[src/rtl/mc_datapath.sv]
// mc_datapath: multi-cycle datapath. Each instruction walks through
// FETCH/DECODE/EXEC/MEM/WB. Instruction fetch and data access share a single
// memory port that uses a req/ready handshake. Control signals come from an
// external decoder, which decodes combinationally from the held `instr`.
//
// Ports
//   clk, reset            clock; asynchronous active-high reset
//   mem_req/we/addr/wdata memory request (we, addr and wdata are qualified by mem_req)
//   mem_rdata, mem_ready  fetch/load data and completion strobe
//   regWrite..jump        decoder controls, sampled in DECODE..WB
//   rs1, rs2, rd          register indices
//   ALUControl, imm       ALU op and sign-extended immediate
//   instr, pc, state      latched instruction, current PC, FSM state
//   retire                high on the final cycle of each instruction
//   cycle_cnt/instret_cnt performance counters
//
// Build option: define PERF_CNT_EN to implement the performance counters.
// When it is undefined, both counter outputs are tied to zero.
//
// state  | meaning
// FETCH  | request instruction at pc, wait for mem_ready
// DECODE | read register operands into A/B
// EXEC   | ALU result into ALUOut, latch zero flag
// MEM    | load/store at ALUOut, wait for mem_ready
// WB     | register write (ALU, MDR or link), retire
module mc_datapath #(
  parameter int                WORD_W   = 32,
  parameter int                REG_N    = 32,
  parameter logic [WORD_W-1:0] RESET_PC = '0
) (
  input  logic                      clk,
  input  logic                      reset,
  output logic                      mem_req,
  output logic                      mem_we,
  output logic [WORD_W-1:0]         mem_addr,
  output logic [WORD_W-1:0]         mem_wdata,
  input  logic [WORD_W-1:0]         mem_rdata,
  input  logic                      mem_ready,
  input  logic                      regWrite,
  input  logic                      memWrite,
  input  logic                      memRead,
  input  logic                      ALUSrc,
  input  logic                      mem2reg,
  input  logic                      branch,
  input  logic                      jump,
  input  logic [$clog2(REG_N)-1:0]  rs1,
  input  logic [$clog2(REG_N)-1:0]  rs2,
  input  logic [$clog2(REG_N)-1:0]  rd,
  input  logic [2:0]                ALUControl,
  input  logic [WORD_W-1:0]         imm,
  output logic [WORD_W-1:0]         instr,
  output logic [WORD_W-1:0]         pc,
  output logic [2:0]                state,
  output logic                      retire,
  output logic [31:0]               cycle_cnt,
  output logic [31:0]               instret_cnt
);

  localparam int SH_W = $clog2(WORD_W);

  typedef enum logic [2:0] {
    S_FETCH  = 3'd0,
    S_DECODE = 3'd1,
    S_EXEC   = 3'd2,
    S_MEM    = 3'd3,
    S_WB     = 3'd4
  } state_t;

  state_t st, st_nx;

  logic [WORD_W-1:0] rf [REG_N];
  logic [WORD_W-1:0] a_q, b_q, alu_q, mdr_q, instr_q, pc_q;
  logic              zero_q;

  logic [WORD_W-1:0] op2, alu_res, pc_plus4, pc_next;
  logic [SH_W-1:0]   shamt;
  logic              alu_zero, mem_op, is_load, wb_need, take_zero, retire_c;

  assign op2      = ALUSrc ? imm : b_q;
  assign shamt    = op2[SH_W-1:0];
  assign alu_zero = (alu_res == '0);

  always_comb begin
    alu_res = '0;
    case (ALUControl)
      3'd0: alu_res = a_q + op2;
      3'd1: alu_res = a_q - op2;
      3'd2: alu_res = a_q & op2;
      3'd3: alu_res = a_q | op2;
      3'd4: alu_res = a_q ^ op2;
      3'd5: alu_res = {{(WORD_W-1){1'b0}}, ($signed(a_q) < $signed(op2))};
      3'd6: alu_res = a_q << shamt;
      default: alu_res = a_q >> shamt;
    endcase
  end

  // A store wins over a load when both are requested.
  assign mem_op  = memRead | memWrite;
  assign is_load = memRead & ~memWrite;
  assign wb_need = regWrite | jump;

  // A branch that retires in EXEC needs the zero flag being computed in the
  // same cycle. In later states the latched copy is used.
  assign take_zero = (st == S_EXEC) ? alu_zero : zero_q;
  assign pc_plus4  = pc_q + WORD_W'(4);
  assign pc_next   = (jump | (branch & take_zero)) ? pc_q + imm : pc_plus4;

  always_ff @(posedge clk or posedge reset) begin
    if (reset) st <= S_FETCH;
    else       st <= st_nx;
  end

  always_comb begin
    st_nx    = st;
    retire_c = 1'b0;
    case (st)
      S_FETCH:  if (mem_ready) st_nx = S_DECODE;
      S_DECODE: st_nx = S_EXEC;
      S_EXEC: begin
        if (mem_op)       st_nx = S_MEM;
        else if (wb_need) st_nx = S_WB;
        else begin
          retire_c = 1'b1;
          st_nx    = S_FETCH;
        end
      end
      S_MEM: begin
        if (mem_ready) begin
          if (is_load) st_nx = S_WB;
          else begin
            retire_c = 1'b1;
            st_nx    = S_FETCH;
          end
        end
      end
      S_WB: begin
        retire_c = 1'b1;
        st_nx    = S_FETCH;
      end
      default: st_nx = S_FETCH;
    endcase
  end

  always_ff @(posedge clk or posedge reset) begin
    if (reset) begin
      a_q     <= '0;
      b_q     <= '0;
      alu_q   <= '0;
      mdr_q   <= '0;
      zero_q  <= 1'b0;
      instr_q <= '0;
      pc_q    <= RESET_PC;
      for (int i = 0; i < REG_N; i++) rf[i] <= '0;
    end else begin
      case (st)
        S_FETCH:  if (mem_ready) instr_q <= mem_rdata;
        S_DECODE: begin
          a_q <= (rs1 == '0) ? '0 : rf[rs1];
          b_q <= (rs2 == '0) ? '0 : rf[rs2];
        end
        S_EXEC: begin
          alu_q  <= alu_res;
          zero_q <= alu_zero;
        end
        S_MEM:    if (mem_ready && is_load) mdr_q <= mem_rdata;
        S_WB: begin
          if (wb_need && (rd != '0))
            rf[rd] <= jump ? pc_plus4 : (mem2reg ? mdr_q : alu_q);
        end
        default: ;
      endcase
      if (retire_c) pc_q <= pc_next;
    end
  end

  // The request is gated by reset so that an in-flight access is dropped
  // the moment reset is asserted.
  assign mem_req   = ~reset & ((st == S_FETCH) | (st == S_MEM));
  assign mem_we    = mem_req & (st == S_MEM) & memWrite;
  assign mem_addr  = (st == S_MEM) ? alu_q : pc_q;
  assign mem_wdata = b_q;

  assign instr  = instr_q;
  assign pc     = pc_q;
  assign state  = st;
  assign retire = retire_c;

`ifdef PERF_CNT_EN
  logic [31:0] cyc_q, ret_q;

  always_ff @(posedge clk or posedge reset) begin
    if (reset) begin
      cyc_q <= '0;
      ret_q <= '0;
    end else begin
      cyc_q <= cyc_q + 32'd1;
      if (retire_c) ret_q <= ret_q + 32'd1;
    end
  end

  assign cycle_cnt   = cyc_q;
  assign instret_cnt = ret_q;
`else
  assign cycle_cnt   = '0;
  assign instret_cnt = '0;
`endif

endmodule
[config.mk]
export PLATFORM = sky130hd
export DESIGN_NAME = mc_datapath
export DESIGN_NICKNAME = d
export VERILOG_FILES = /design/src/rtl/mc_datapath.sv
export SDC_FILE = /design/constraint.sdc
export NUM_CORES = 2
export LEC_CHECK = 0
export ABC_AREA = 1
export ABC_CLOCK_PERIOD_IN_PS = 107900
export CAP_MARGIN = 20
export CELL_PAD_IN_SITES_DETAIL_PLACEMENT = 1
export CELL_PAD_IN_SITES_GLOBAL_PLACEMENT = 1
export CORE_ASPECT_RATIO = 1.1
export CORE_MARGIN = 1
export CORE_UTILIZATION = 49
export CTS_CLUSTER_DIAMETER = 80
export DETAILED_ROUTE_END_ITERATION = 7
export GPL_TIMING_DRIVEN = 0
export PLACE_DENSITY = 0.88
export REMOVE_ABC_BUFFERS = 1
export SLEW_MARGIN = 20
export SYNTH_ARGS = -nofsm -noshare
export SYNTH_HDL_FRONTEND = slang
export SYNTH_SLANG_ARGS = --single-unit
export TNS_END_PERCENT = 50
[constraint.sdc]
create_clock -name clk -period 107.9 [get_ports clk]
set_input_delay 16.185 -clock clk [delete_from_list [all_inputs] [get_ports clk]]
set_output_delay 16.185 -clock clk [all_outputs]
set_load 0.05 [all_outputs]
### Word level (Yosys, flattened, before mapping)

Index checks and enable logic that the tools add are counted.

| operators by class | value |
|---|---|
| shifts and indexed selects | 2 |
| add/sub/neg operators | 4 |
| bitwise logic cells | 17 |
| div/mod/pow operators | 0 |
| multiply operators | 0 |
| equality and inequality tests | 12 |
| muxes and demuxes | 29 |
| reductions and logical operators | 13 |
| $lt $le $gt $ge | 5 |

Operators with widths:

| cell | count |
|---|---|
| $bwmux 1024 | 1 |
| $mux 32 | 12 |
| $bmux 32 s5 | 2 |
| $pmux 32 s7 | 1 |
| $demux 32 s5 | 1 |
| $add 32x32->32 | 2 |
| $add 32x3->32 const B | 1 |
| $and 32x32->32 | 1 |
| $logic_not 32->1 | 1 |
| $lt 32x32->1 | 1 |
| $or 32x32->32 | 1 |
| $shl 32x5->32 | 1 |
| $shr 32x5->32 | 1 |
| $sub 32x32->32 | 1 |
| $xor 32x32->32 | 1 |
| $ge 6x6->1 const B | 3 |
| $not 5->6 | 3 |
| $mux 3 | 5 |
| $eq 3x2->1 const B | 4 |
| $eq 3x3->1 const B | 4 |
| $pmux 3 s4 | 1 |
| $logic_not 5->1 | 2 |
| $reduce_and 2->1 | 4 |
| $eq 3x1->1 const B | 2 |
| other kinds (10) | 26 |

| storage, ports and cells | value |
|---|---|
| memories | 0 |
| RAM bits | 0 |
| input port bits | 92 |
| latch bits | 0 |
| register bits after elaboration | 1220 |
| ROM bits | 0 |

### Depth between registers and ports, before layout

| logic depth | value |
|---|---|
| depth in word-level cells | 8 |
| depth in mapped cells | 33 |

### Least setup slack after synthesis

OpenSTA, ideal clock, no wires.

| path | value |
|---|---|
| path type | input-to-output |
| from | input port jump |
| to | output port retire |
| setup slack | 74.353 ns |
| data arrival time | 17.362 ns |
| stages on the path | 5 |
| cell sequence | clkbuf_1 -> nor2_1 -> nand3_1 -> nand2_1 -> clkbuf_1 |

| between the ends | value |
|---|---|
| longest elaborated chain between the ends | 4 |

RTL lines:

| element | line | source |
|---|---|---|
| from (decl) | 45 | `input logic jump,` |
| $or 1x1->1 | 100 | `assign wb_need = regWrite \| jump;` |
| $mux 1 | 121 | `else if (wb_need) st_nx = S_WB;` |
| $mux 1 | 120 | `if (mem_op) st_nx = S_MEM;` |
| $pmux 1 s3 | 116 | `case (st)` |
| to (decl) | 54 | `output logic retire,` |

Every way passes these cells.

### Worst setup path after layout

| path | value |
|---|---|
| from | input port memWrite |
| to | output port retire |

| between the ends | value |
|---|---|
| longest elaborated chain between the ends | 5 |
| elaborated cells on any way between the ends | 7 |
| those cells by class | mux: 4; bitwise: 3 |

RTL lines:

| element | line | source |
|---|---|---|
| from (decl) | 40 | `input logic memWrite,` |
| $not 1->1 | 99 | `assign is_load = memRead & ~memWrite;` |
| $and 1x1->1 | 99 |  |
| $mux 1 | 129 | `if (is_load) st_nx = S_WB;` |
| $mux 1 | 128 | `if (mem_ready) begin` |
| $pmux 1 s3 * | 116 |  |

Mark *: on every way between the ends. The rest lies on a longest branch, timed or not.

==> results.json <==
{
  "netlist_instances": 10700,
  "clkSlewWorstSetupHoldPaths_ns": 0.05,
  "hold_viol": 0,
  "fp.dieArea_mm2": 0.156,
  "yosysTopAreaCell": "dfrtp_1",
  "rows": 150,
  "cts_resized": 0,
  "worstSetupPathType": "in2out",
  "clock_skew_ns": 0.0415,
  "min_period_ns": 34.98,
  "crit_path_end_kind": "output port",
  "rsz0062_at_grt": "no",
  "drtPass1Iterations": 7,
  "drive_above_1_share_pct": 6.07,
  "grt_pass1_wl_um": 576000,
  "nets": 10700,
  "netlist.area_leader.share_pct": 40.5,
  "synth-seq-cells": 1220,
  "slew_headroom_pct": 17.5,
  "slew_viol_final": 0,
  "cts_tree": "done",
  "ir_drop_mv": 0.0208,
  "gp_congestion": 1.04,
  "post_drt_wl_per_cell_um": 31.3,
  "die_y_um": 414,
  "p_sw_share_pct": 46.6,
  "p_leak_nw": 37.6,
  "finalWirelength_um": 394000,
  "cts_sinks": 1220,
  "synth.distinct_cells": 58,
  "cp.required_ns": 91.72,
  "fin_tns_setup_ns": 0,
  "cts_buffers": 143,
  "place_ws_ns": 73.05,
  "p_clk_share_pct": 26.5,
  "floorplan.io_pins": 290,
  "syn_area_mm2": 0.0755,
  "fin_hold_ws_ns": 0.374,
  "drt_iter0_drc": 11300,
  "async_flop_share_pct": 100,
  "cts-root-buf": "clkbuf_16",
  "seq_power_share_pct": 29.9,
  "arrival_ns": 18.80,
  "vias": 85800,
  "fin_crit_sh_pct": 32.4,
  "maxCapViolations": 0,
  "synth_enable_flop_cells": 0,
  "grt_usage_pct": 49.8,
  "clock_latency_ns": 0.86,
  "htreeDepth": 4,
  "ant_nets": 0,
  "areaGrowthSynthToFinish_pct": 14.2,
  "grt_pass1_vias": 88600,
  "dominantRegCellSynth": "dfrtp_1",
  "initial_core_util_pct": 49.5,
  "fill_cells": 19000,
  "p_per_area_mw_per_mm2": 22.8,
  "avgSynthCellArea_um2": 7.02,
  "critPathLaunchType": "primary input",
  "tightest_slew_ns": 1.23,
  "port_buffers": 225,
  "clock_path_buffers": 3,
  "grt_antenna_before_repair": 30,
  "setup_viol": 0,
  "grt_start_max_net_pins": 129,
  "hold_buffers": 0,
  "synthTopCellsByArea": "dfrtp_1 40%, o21ai_0 15%, nand2_1 14%",
  "crit_fanout": 28,
  "grt-ovfl-total": 0,
  "outcome": "completed",
  "core_mm2": 0.152,
  "fin_ws_ns": 72.92,
  "p_sw_uw": 917,
  "drc": 0,
  "die_w_um": 376,
  "hpwl_um": 255000,
  "synth-seq-area-share_pct": 40.5,
  "p_comb_share_pct": 43.6,
  "p_int_mw": 1.05,
  "hold_class": "reg2reg",
  "routed_via_density": 6.82,
  "yosysWarnings": 0,
  "cts_setup_buffers": 0,
  "fmax_mhz": 28.6
}
[through the flow]
stage	util, %	area (µm²)	power (mW)	cells
final	56.6	86200	1.97	12600
after global routing	56.6	86200	2.03	12600
after CTS	56.5	86100	1.93	12600
after detailed placement	53.3	81300	1.41	12300
after global placement	50.2	76600	1.36	12100
after floorplan	-	71800	1.03	9863
[cell usage in the layout, fill, tap and decap left out, types with 29 or more instances in the layout]
cell | synthesis | routed
clkbuf_8 | 0 | 32
nand3_1 | 578 | 570
dfrtp_1 | 1220 | 1220
conb_1 | 1 | 64
nand2_1 | 2913 | 2906
clkbuf_16 | 0 | 147
buf_12 | 0 | 40
a21oi_1 | 319 | 318
inv_1 | 662 | 651
ha_1 | 135 | 135
clkdlybuf4s50_1 | 0 | 212
buf_16 | 0 | 98
a221oi_1 | 136 | 136
buf_6 | 4 | 37
clkbuf_1 | 763 | 29
a32oi_1 | 63 | 63
or2_2 | 29 | 29
mux2_2 | 64 | 64
nor3_1 | 34 | 31
a32o_1 | 64 | 64
o21ai_1 | 52 | 57
xor2_1 | 35 | 35
o22ai_1 | 259 | 259
nor2_1 | 773 | 761
nand4_1 | 45 | 45
o21ai_0 | 2231 | 2199
[metal layers]
layer / up-vias / wire [µm] / part of all wire [%] / track usage [%]
met5: - / 177 / 0.045 / 0
met1: 42400 / 139000 / 35 / 58.5
met2: 6142 / 167000 / 42 / 73.2
met3: 2117 / 48500 / 12 / 17.2
met4: 24 / 39100 / 9.9 / 42.1
li1: 35200 / - / - / -
[power by group through the flow]
stage	logic, mW	clock network, mW	registers, mW
global route	0.903	0.535	0.589
detailed placement	0.818	0	0.587
finish	0.858	0.521	0.588
floorplan	0.416	0	0.618
CTS	0.829	0.518	0.582
global placement	0.771	0	0.585
[cell families after synthesis]
family | synth area share, %
AOI/OAI and AO/OA | 23.4
xor gates and xnor gates | 0.662
adders and majority gates | 2.32
buffers and inverters | 8.68
DFF | 40.5
muxes | 0.995
other | 0.00497
and+or+nand+nor | 23.5
[area by class of cell]
class                      count  area, µm²  share of cell area, %
antenna                       11       27.5                 0.0319
clock buffer                 208       4230                   4.90
clock inverter                48        641                  0.743
inverter                     693       2730                   3.17
multi-input combinational   7950      39100                   45.4
sequential                  1220      30500                   35.4
tap                         2052       2570                   2.98
timing repair buffer         413       6350                   7.37
[flip-flops by register name (all words and copies together), names as in the netlist]
| name | count |
|---|---|
| state | 3 |
| alu_q | 32 |
| a_q | 32 |
| instr | 32 |
| mdr_q | 32 |
| mem_wdata | 32 |
| zero_q | 1 |
| pc | 32 |
| rf | 1024 |
[cell usage after synthesis (all sizes together) (2+ instances only)]
| cell | count |
|---|---|
| a2111oi | 2 |
| a21boi | 5 |
| a21o | 6 |
| a21oi | 319 |
| a221oi | 136 |
| a31oi | 7 |
| a32o | 64 |
| a32oi | 63 |
| and3 | 2 |
| buf | 185 |
| clkbuf | 764 |
| clkinv | 15 |
| dfrtp | 1220 |
| fa | 3 |
| ha | 135 |
| inv | 678 |
| mux2 | 64 |
| mux2i | 3 |
| nand2 | 2921 |
| nand3 | 578 |
| nand3b | 26 |
| nand4 | 45 |
| nor2 | 776 |
| nor3 | 34 |
| nor4 | 8 |
| o211ai | 20 |
| o21a | 5 |
| o21ai | 2288 |
| o21bai | 13 |
| o221ai | 7 |
| o22ai | 259 |
| o311ai | 2 |
| o31ai | 2 |
| or2 | 30 |
| xnor2 | 22 |
| xor2 | 35 |
[worst max-delay path: stages]
cell	delay, ns
clkdlybuf4s50_1	0.70
inv_1	0.23
nand2_1	0.13
a31oi_1	0.11
nand2_2	0.32
buf_12	0.25
clkdlybuf4s50_1	0.85
[worst paths after layout]
path                                        end  depth (start not counted)                     start  slack, ns
max                                      retire                          7                  memWrite      72.92
min                        rf[1021]$_DFFE_PP0P_                          0      rf[1021]$_DFFE_PP0P_       0.37
max reg2reg                  pc[14]$_DFFE_PP0P_                         28  mem_wdata[0]$_DFFE_PP0N_     100.37
min reg2reg                rf[1021]$_DFFE_PP0P_                          0      rf[1021]$_DFFE_PP0P_       0.37
max in group asynchronous   rf[299]$_DFFE_PP0P_                          7                     reset      89.48
min in group asynchronous    pc[29]$_DFFE_PP0P_                          2                     reset      15.87
(Power assumes the default switching activity.)
